## src/rtl/dmem_arbiter_if.sv

```systemverilog
// Bundle of the two requester ports and the single-port memory side of the
// data-memory arbiter. The slave modport is the arbiter's view; the master
// modport is the requester-plus-memory side that surrounds it.
interface dmem_arbiter_if #(
   parameter int AW = 5,
   parameter int DW = 32
);
   logic          M0Req;
   logic          M0We;
   logic [AW-1:0] M0Addr;
   logic [DW-1:0] M0WData;
   logic          M0Ack;
   logic [DW-1:0] M0RData;

   logic          M1Req;
   logic          M1We;
   logic [AW-1:0] M1Addr;
   logic [DW-1:0] M1WData;
   logic          M1Ack;
   logic [DW-1:0] M1RData;

   logic [AW-1:0] MemAddr;
   logic [DW-1:0] MemWData;
   logic          MemW;
   logic          MemR;
   logic [DW-1:0] MemRData;

   logic          Busy;

   modport slave (
      input  M0Req, M0We, M0Addr, M0WData,
      input  M1Req, M1We, M1Addr, M1WData,
      input  MemRData,
      output M0Ack, M0RData, M1Ack, M1RData,
      output MemAddr, MemWData, MemW, MemR, Busy
   );

   modport master (
      output M0Req, M0We, M0Addr, M0WData,
      output M1Req, M1We, M1Addr, M1WData,
      output MemRData,
      input  M0Ack, M0RData, M1Ack, M1RData,
      input  MemAddr, MemWData, MemW, MemR, Busy
   );
endinterface

```

## src/rtl/dmem_arbiter.sv

```systemverilog
// Two-port round-robin arbiter and sequencer for the single-port data memory.
// Port 0 is the CPU load/store stage, port 1 the debug/loader port.
//
//   state  | meaning
//   -------+--------------------------------------------------------------
//   IDLE   | waiting for a request; arbitrates and latches the winner
//   ACCESS | drives the memory for one cycle from the latched operands
//   RESP   | pulses the winner's ack; updates the last-grant pointer
module dmem_arbiter #(
   parameter int AW = 5,
   parameter int DW = 32
) (
   input  logic           CLK,
   input  logic           RST_N,
   dmem_arbiter_if.slave  bus
);

   typedef enum logic [1:0] {
      IDLE   = 2'd0,
      ACCESS = 2'd1,
      RESP   = 2'd2
   } state_t;

   state_t        state_q, state_d;
   logic          win_q;
   logic          we_q;
   logic [AW-1:0] addr_q;
   logic [DW-1:0] wdata_q;
   logic          last_q;
   logic [DW-1:0] rdata0_q;
   logic [DW-1:0] rdata1_q;
   logic          any_req;
   logic          grant;

   assign any_req = bus.M0Req | bus.M1Req;

   // Winner selection: a lone requester wins; on a tie the port not granted last time wins.
   always_comb begin
      grant = 1'b0;
      if (bus.M0Req && bus.M1Req) begin
         grant = ~last_q;
      end else if (bus.M1Req) begin
         grant = 1'b1;
      end
   end

   // Next-state logic.
   always_comb begin
      state_d = state_q;
      case (state_q)
         IDLE:    if (any_req) state_d = ACCESS;
         ACCESS:  state_d = RESP;
         RESP:    state_d = IDLE;
         default: state_d = IDLE;
      endcase
   end

   // State register.
   always_ff @(posedge CLK or negedge RST_N) begin
      if (!RST_N) begin
         state_q <= IDLE;
      end else begin
         state_q <= state_d;
      end
   end

   // Latch the winner and its operands when leaving IDLE; later operand changes are ignored.
   always_ff @(posedge CLK or negedge RST_N) begin
      if (!RST_N) begin
         win_q   <= 1'b0;
         we_q    <= 1'b0;
         addr_q  <= '0;
         wdata_q <= '0;
      end else if (state_q == IDLE && any_req) begin
         win_q   <= grant;
         we_q    <= grant ? bus.M1We    : bus.M0We;
         addr_q  <= grant ? bus.M1Addr  : bus.M0Addr;
         wdata_q <= grant ? bus.M1WData : bus.M0WData;
      end
   end

   // Last-grant pointer; reset to 1 so port 0 wins the first tie.
   always_ff @(posedge CLK or negedge RST_N) begin
      if (!RST_N) begin
         last_q <= 1'b1;
      end else if (state_q == RESP) begin
         last_q <= win_q;
      end
   end

   // Capture read data into the winner's register only; the other port keeps its value.
   always_ff @(posedge CLK or negedge RST_N) begin
      if (!RST_N) begin
         rdata0_q <= '0;
         rdata1_q <= '0;
      end else if (state_q == ACCESS && !we_q) begin
         if (win_q) begin
            rdata1_q <= bus.MemRData;
         end else begin
            rdata0_q <= bus.MemRData;
         end
      end
   end

   // Memory strobes decode from registers only, so they are glitch-free and drop at once on reset.
   assign bus.MemW     = (state_q == ACCESS) &&  we_q;
   assign bus.MemR     = (state_q == ACCESS) && !we_q;
   assign bus.MemAddr  = (state_q == ACCESS) ? addr_q  : '0;
   assign bus.MemWData = (state_q == ACCESS) ? wdata_q : '0;

   assign bus.M0Ack    = (state_q == RESP) && !win_q;
   assign bus.M1Ack    = (state_q == RESP) &&  win_q;
   assign bus.M0RData  = rdata0_q;
   assign bus.M1RData  = rdata1_q;
   assign bus.Busy     = (state_q != IDLE);

endmodule

```

## src/flat_wrapper.sv

```systemverilog
// flat-port wrapper written by rule: the top's interface ports become plain ports
module dmem_arbiter_flat 
#(
   parameter int AW = 5,
   parameter int DW = 32
)
  (CLK, RST_N, bus_M0Req, bus_M0We, bus_M0Addr, bus_M0WData, bus_M1Req, bus_M1We, bus_M1Addr, bus_M1WData, bus_MemRData, bus_M0Ack, bus_M0RData, bus_M1Ack, bus_M1RData, bus_MemAddr, bus_MemWData, bus_MemW, bus_MemR, bus_Busy);
  dmem_arbiter_if #(.AW(AW), .DW(DW)) bus_i ();
  input  logic CLK;
  input  logic RST_N;
  input wire logic [$bits(bus_i.M0Req)-1:0] bus_M0Req;
  input wire logic [$bits(bus_i.M0We)-1:0] bus_M0We;
  input wire logic [$bits(bus_i.M0Addr)-1:0] bus_M0Addr;
  input wire logic [$bits(bus_i.M0WData)-1:0] bus_M0WData;
  input wire logic [$bits(bus_i.M1Req)-1:0] bus_M1Req;
  input wire logic [$bits(bus_i.M1We)-1:0] bus_M1We;
  input wire logic [$bits(bus_i.M1Addr)-1:0] bus_M1Addr;
  input wire logic [$bits(bus_i.M1WData)-1:0] bus_M1WData;
  input wire logic [$bits(bus_i.MemRData)-1:0] bus_MemRData;
  output wire logic [$bits(bus_i.M0Ack)-1:0] bus_M0Ack;
  output wire logic [$bits(bus_i.M0RData)-1:0] bus_M0RData;
  output wire logic [$bits(bus_i.M1Ack)-1:0] bus_M1Ack;
  output wire logic [$bits(bus_i.M1RData)-1:0] bus_M1RData;
  output wire logic [$bits(bus_i.MemAddr)-1:0] bus_MemAddr;
  output wire logic [$bits(bus_i.MemWData)-1:0] bus_MemWData;
  output wire logic [$bits(bus_i.MemW)-1:0] bus_MemW;
  output wire logic [$bits(bus_i.MemR)-1:0] bus_MemR;
  output wire logic [$bits(bus_i.Busy)-1:0] bus_Busy;
  assign bus_i.M0Req = bus_M0Req;
  assign bus_i.M0We = bus_M0We;
  assign bus_i.M0Addr = bus_M0Addr;
  assign bus_i.M0WData = bus_M0WData;
  assign bus_i.M1Req = bus_M1Req;
  assign bus_i.M1We = bus_M1We;
  assign bus_i.M1Addr = bus_M1Addr;
  assign bus_i.M1WData = bus_M1WData;
  assign bus_i.MemRData = bus_MemRData;
  assign bus_M0Ack = bus_i.M0Ack;
  assign bus_M0RData = bus_i.M0RData;
  assign bus_M1Ack = bus_i.M1Ack;
  assign bus_M1RData = bus_i.M1RData;
  assign bus_MemAddr = bus_i.MemAddr;
  assign bus_MemWData = bus_i.MemWData;
  assign bus_MemW = bus_i.MemW;
  assign bus_MemR = bus_i.MemR;
  assign bus_Busy = bus_i.Busy;
  dmem_arbiter #(.AW(AW), .DW(DW)) u_core (.CLK(CLK), .RST_N(RST_N), .bus(bus_i));
endmodule
```

## config.mk

```make
export PLATFORM = sky130hd
export DESIGN_NAME = dmem_arbiter_flat
export DESIGN_NICKNAME = d
export VERILOG_FILES = /design/src/rtl/dmem_arbiter_if.sv /design/src/rtl/dmem_arbiter.sv /design/src/flat_wrapper.sv
export SDC_FILE = /design/constraint.sdc
export NUM_CORES = 1
export LEC_CHECK = 0
export CORE_MARGIN = 2
export CORE_UTILIZATION = 42
export DETAILED_ROUTE_END_ITERATION = 12
export GPL_TIMING_DRIVEN = 0
export HOLD_SLACK_MARGIN = 0.15
export PLACE_DENSITY = 0.91
export SLEW_MARGIN = 20
export SYNTH_ARGS = -nofsm -noshare
export SYNTH_HDL_FRONTEND = slang
export SYNTH_SLANG_ARGS = --single-unit
```

## constraint.sdc

```tcl
create_clock -name CLK -period 2 [get_ports CLK]
set_clock_uncertainty 0.05 [all_clocks]
set_input_delay 0.4 -clock CLK [delete_from_list [all_inputs] [get_ports CLK]]
set_output_delay 0.4 -clock CLK [all_outputs]
set_load 0.02 [all_outputs]
```

==> Word level (Yosys, flattened, before mapping) <==
Index checks and enable logic that the tools add are counted.
{ "op_classes": {"bitwise_logic": 3, "reduce_logical": 12, "mux": 9, "eq_ne": 3} }
{ "ops": {"columns": ["op", "count"], "rows": [
  ["$mux 32", 2],
  ["$mux 5", 2],
  ["$logic_and 1x1->1", 6],
  ["$pmux 2 s2", 1],
  ["$reduce_and 2->1", 2],
  ["$mux 1", 3],
  ["$eq 2x1->1 const B", 1],
  ["$eq 2x2->1 const B", 1],
  ["$logic_not 1->1", 2],
  ["$logic_not 2->1", 1],
  ["$mux 2", 1],
  ["$ne 2x1->1 const B", 1],
  ["$not 1->1", 2],
  ["$reduce_bool 2->1", 1],
  ["$or 1x1->1", 1]
]} }
{ "totals": {"regBits": 106, "out_inout_bits": 106, "elab_cells": 35, "inputBits": 112} }

==> Logic depth before layout (Yosys ltp) <==
{ "depth": {"word_depth": 3, "depth_mapped": 5, "mapped_depth_nobuf": 3} }

==> Least setup slack after synthesis <==
Ideal clock, no wire load.
{ "synth_path": {"kind": "register to output", "startpoint": "reg u_core.state_q[1]", "endpoint": "out bus_MemWData[16]", "path_slack_ns": 0.228, "stages_incl_launch_ff": 6, "arrival_ns": 1.322, "path_cell_list": "dfrtp_1 nand2b_1 inv_1 clkbuf_1 clkbuf_1 and2_1"} }
{ "synth_via": {"elab_chain_cells": 2} }
{ "synth_lines": {"columns": ["item", "line_no", "text"], "rows": [
  ["start, declared", "dmem_arbiter.sv:24", "state_t state_q, state_d;"],
  ["start signal, assigned", "dmem_arbiter.sv:63", "state_q <= state_d;"],
  ["$eq 2x1->1", "dmem_arbiter.sv:109", "assign bus.MemWData = (state_q == ACCESS) ? wdata_q : '0;"],
  ["$mux 32", "dmem_arbiter.sv:109", null],
  ["end, declared", "flat_wrapper.sv:25", "output wire logic [$bits(bus_i.MemWData)-1:0] bus_MemWData;"]
]} }
Every way passes these cells.

==> Worst setup path after layout <==
{ "layout_path": {"startpoint": "reg u_core.state_q[1]", "endpoint": "out bus_MemWData[25]"} }
Same word-level chain as after synthesis.

==> flow_summary.yaml <==
setup_path:
  cp_max_fo: 6
  critPathLaunchType: "flip-flop"
  required_ps: 1550
  arrival_ps: 1490
  cp-end-kind: "output port"
  path_class: "reg -> out"
cts:
  h-tree-depth: 3
  clkSlewWorstSetupHoldPaths_ps: 100
  cts_sinks: 106
  cts_tree: "built"
  clockRootBuffer: "clkbuf_8"
  insertion_delay_ps: 350
  cts_made_buffers: 9
  ctsLongestPathBuffers: 2
logic_synthesis:
  syn-instance-count: 317
  synth_area_leaders: "dfrtp_1, mux2_2, mux2_4, and2_1, buf_2"
  synth_nets: 429
  ys_dominant_reg_cell: "dfrtp_1"
  yosys_warnings: 0
  synth-seq-cells: 106
  yosysSeqAreaShare_pct: 56.19
  ys_types: 17
  avgSynthCellArea_um2: 14.90
  yosys.area.top_type: "dfrtp_1"
  synth_top_cell_area_share_pct: 55.63
  synth_edf_count: 0
  async_reset_ff_share_pct: 100.0
  syn_area_um2: 4723
  netlist_top_cells_count: "mux2_2, dfrtp_1, and2_1"
  yosys.cell_count.top_type: "mux2_2"
timing:
  fin_tns_setup_ps: 0
  grt_setup_unrepaired: "yes"
  setup_violations: 0
  worstMarginPinSlew_ps: 383.9
  fin_crit_ps: 1942
  drv_slew: 0
  fin_ws_ps: 57.72
  fmax_ghz: 0.5149
  slew-limit-headroom_pct: 74.40
  hold_viol: 0
  whs_ps: 451.4
  finalCritPeriodShare_pct: 97.11
final_layout:
  drive_gt1_share_pct: 41.26
  syn_to_final_growth_pct: 54.46
  diodes: 0
  fin_nets: 662
  layout.cells.non_filler: 695
global_routing:
  grt-ovfl-total: 0
  grt_pass1_vias: 3707
  antenna_found_initial: 0
  grt_use_total_pct: 19.56
  grt_max_degree: 69
  grt_first_pass_wirelength_um: 18000
power:
  p_leak_uw: 0.003190
  ir_drop_v: 0.0009141
  cellPowerDensity_nw_per_um2: 1563
  power_uw: 11400
detailed_routing:
  routed_wl_um: 11900
  wire_per_inst_um: 17.12
  drtIter0Drc: 72
  drc_errors: 0
  ant_nets: 0
  vias: 3397
  dr.pass1.iters: 4
  via_per_inst: 4.888
floorplan:
  io_pins: 218
  core_um2: 10890
  initial_core_util_pct: 43.38
  die_y_um: 110.0
  die_w_um: 110.0
  die_area_um2: 12110
  rows: 38
flow_run:
  drv_cap: 0
place:
  port-buffer-count: 217
  place.gp.congestion: 0.7566
  place_inst: 675
  dpl.hpwl_um: 9215
  dp_slack_ps: -763.6
status:
  status: "complete, no violations"
worst_hold_path:
  hold_class: "reg -> reg"
-- timing repair --
item                       CTS  global route
gates cloned                 2             0
setup buffers                1             0
setup endpoints to repair   42            73
hold buffers                 1             0
pin swaps                   10             0
resized for setup          201            14
hold endpoints to repair    37             0
-- worst paths after layout --
| path | from | to | slack, ps | cells after the start |
|---|---|---|---|---|
| max reg2reg | u_core.state_q[1] | u_core.bus.M1RData[21] | 160 | 5 |
| max in group asynchronous | RST_N | u_core.wdata_q[3] | 800 | 3 |
| min reg2reg | u_core.bus.M0RData[9] | u_core.bus.M0RData[9] | 450 | 1 |
| max | u_core.state_q[1] | bus_MemWData[25] | 60 | 6 |
| min in group asynchronous | RST_N | u_core.bus.M1RData[10] | 460 | 2 |
| min | u_core.bus.M0RData[9] | u_core.bus.M0RData[9] | 450 | 1 |
-- report_power, final --
part / leakage, µW / switching [µW] / internal, µW / total, µW
Clock: 0.0000884 / 765 / 475 / 1240
Combinational: 0.00184 / 2890 / 3420 / 6310
Sequential: 0.00126 / 602 / 3250 / 3850
-- state kept, by name (all words and copies together) (netlist names) --
name / flops
u_core.bus.M0RData: 32
u_core.we_q: 1
u_core.wdata_q: 32
u_core.last_q: 1
u_core.bus.M1RData: 32
u_core.addr_q: 5
u_core.win_q: 1
u_core.state_q: 2
-- stage by stage --
step                utilization [%]  cell area, µm²
finish                        67.01            7296
global route                  67.01            7296
CTS                           66.85            7278
detailed placement            65.20            7099
global placement              64.94            7071
floorplan                         -            4723
-- kinds of logic (layout without fill, tap and decap cells) --
| kind of cell | Yosys count | in the layout | share of synthesized area (%) |
|---|---|---|---|
| and+or+nand+nor | 46 | 46 | 6.040 |
| muxes | 140 | 140 | 34.81 |
| AOI/OAI and AO/OA | 4 | 4 | 0.6625 |
| buffers and inverters | 21 | 259 | 2.305 |
| DFF | 106 | 106 | 56.19 |
-- final cells by class --
cell class / instances / area (µm²)
fillers: 822 / 3592
flip-flops and latches: 106 / 2654
repair buffers: 222 / 2127
multi-input cells: 190 / 2006
well taps: 140 / 175.2
plain buffers: 18 / 135.1
clock buffers: 9 / 123.9
clock inverters: 7 / 61.31
inverters: 3 / 13.76
-- layout by cell type (no fill, tap or decap), drive strengths merged --
cell and n:
clkdlybuf4s50 174, mux2 140, dfrtp 105, buf 58, and2 38, clkbuf 12
inv 6, nor2 4, dlygate4sd2 3, nor3 2, clkinv 2, clkinvlp 2
nand2b 2, a21bo 1, o21a 1, o22ai 1, a21o 1, dlygate4sd3 1
clkdlybuf4s15 1, dfstp 1
-- critical path, stage by stage, from the launching register on --
cell	delay, ps
dfrtp_1	410
nand2b_4	170
inv_4	80
buf_8	130
buf_8	110
and2_4	130
buf_6	110
-- routing by layer --
| metal | GRT usage [%] | wire, µm | up-vias |
|---|---|---|---|
| li1 | - | - | 1560 |
| met1 | 21.52 | 4434 | 1670 |
| met2 | 36.06 | 6219 | 140 |
| met3 | 4.233 | 889 | 27 |
| met4 | 8.409 | 356 | 0 |
| met5 | 0 | 0 | - |
Power figures use the tool's default switching activity.
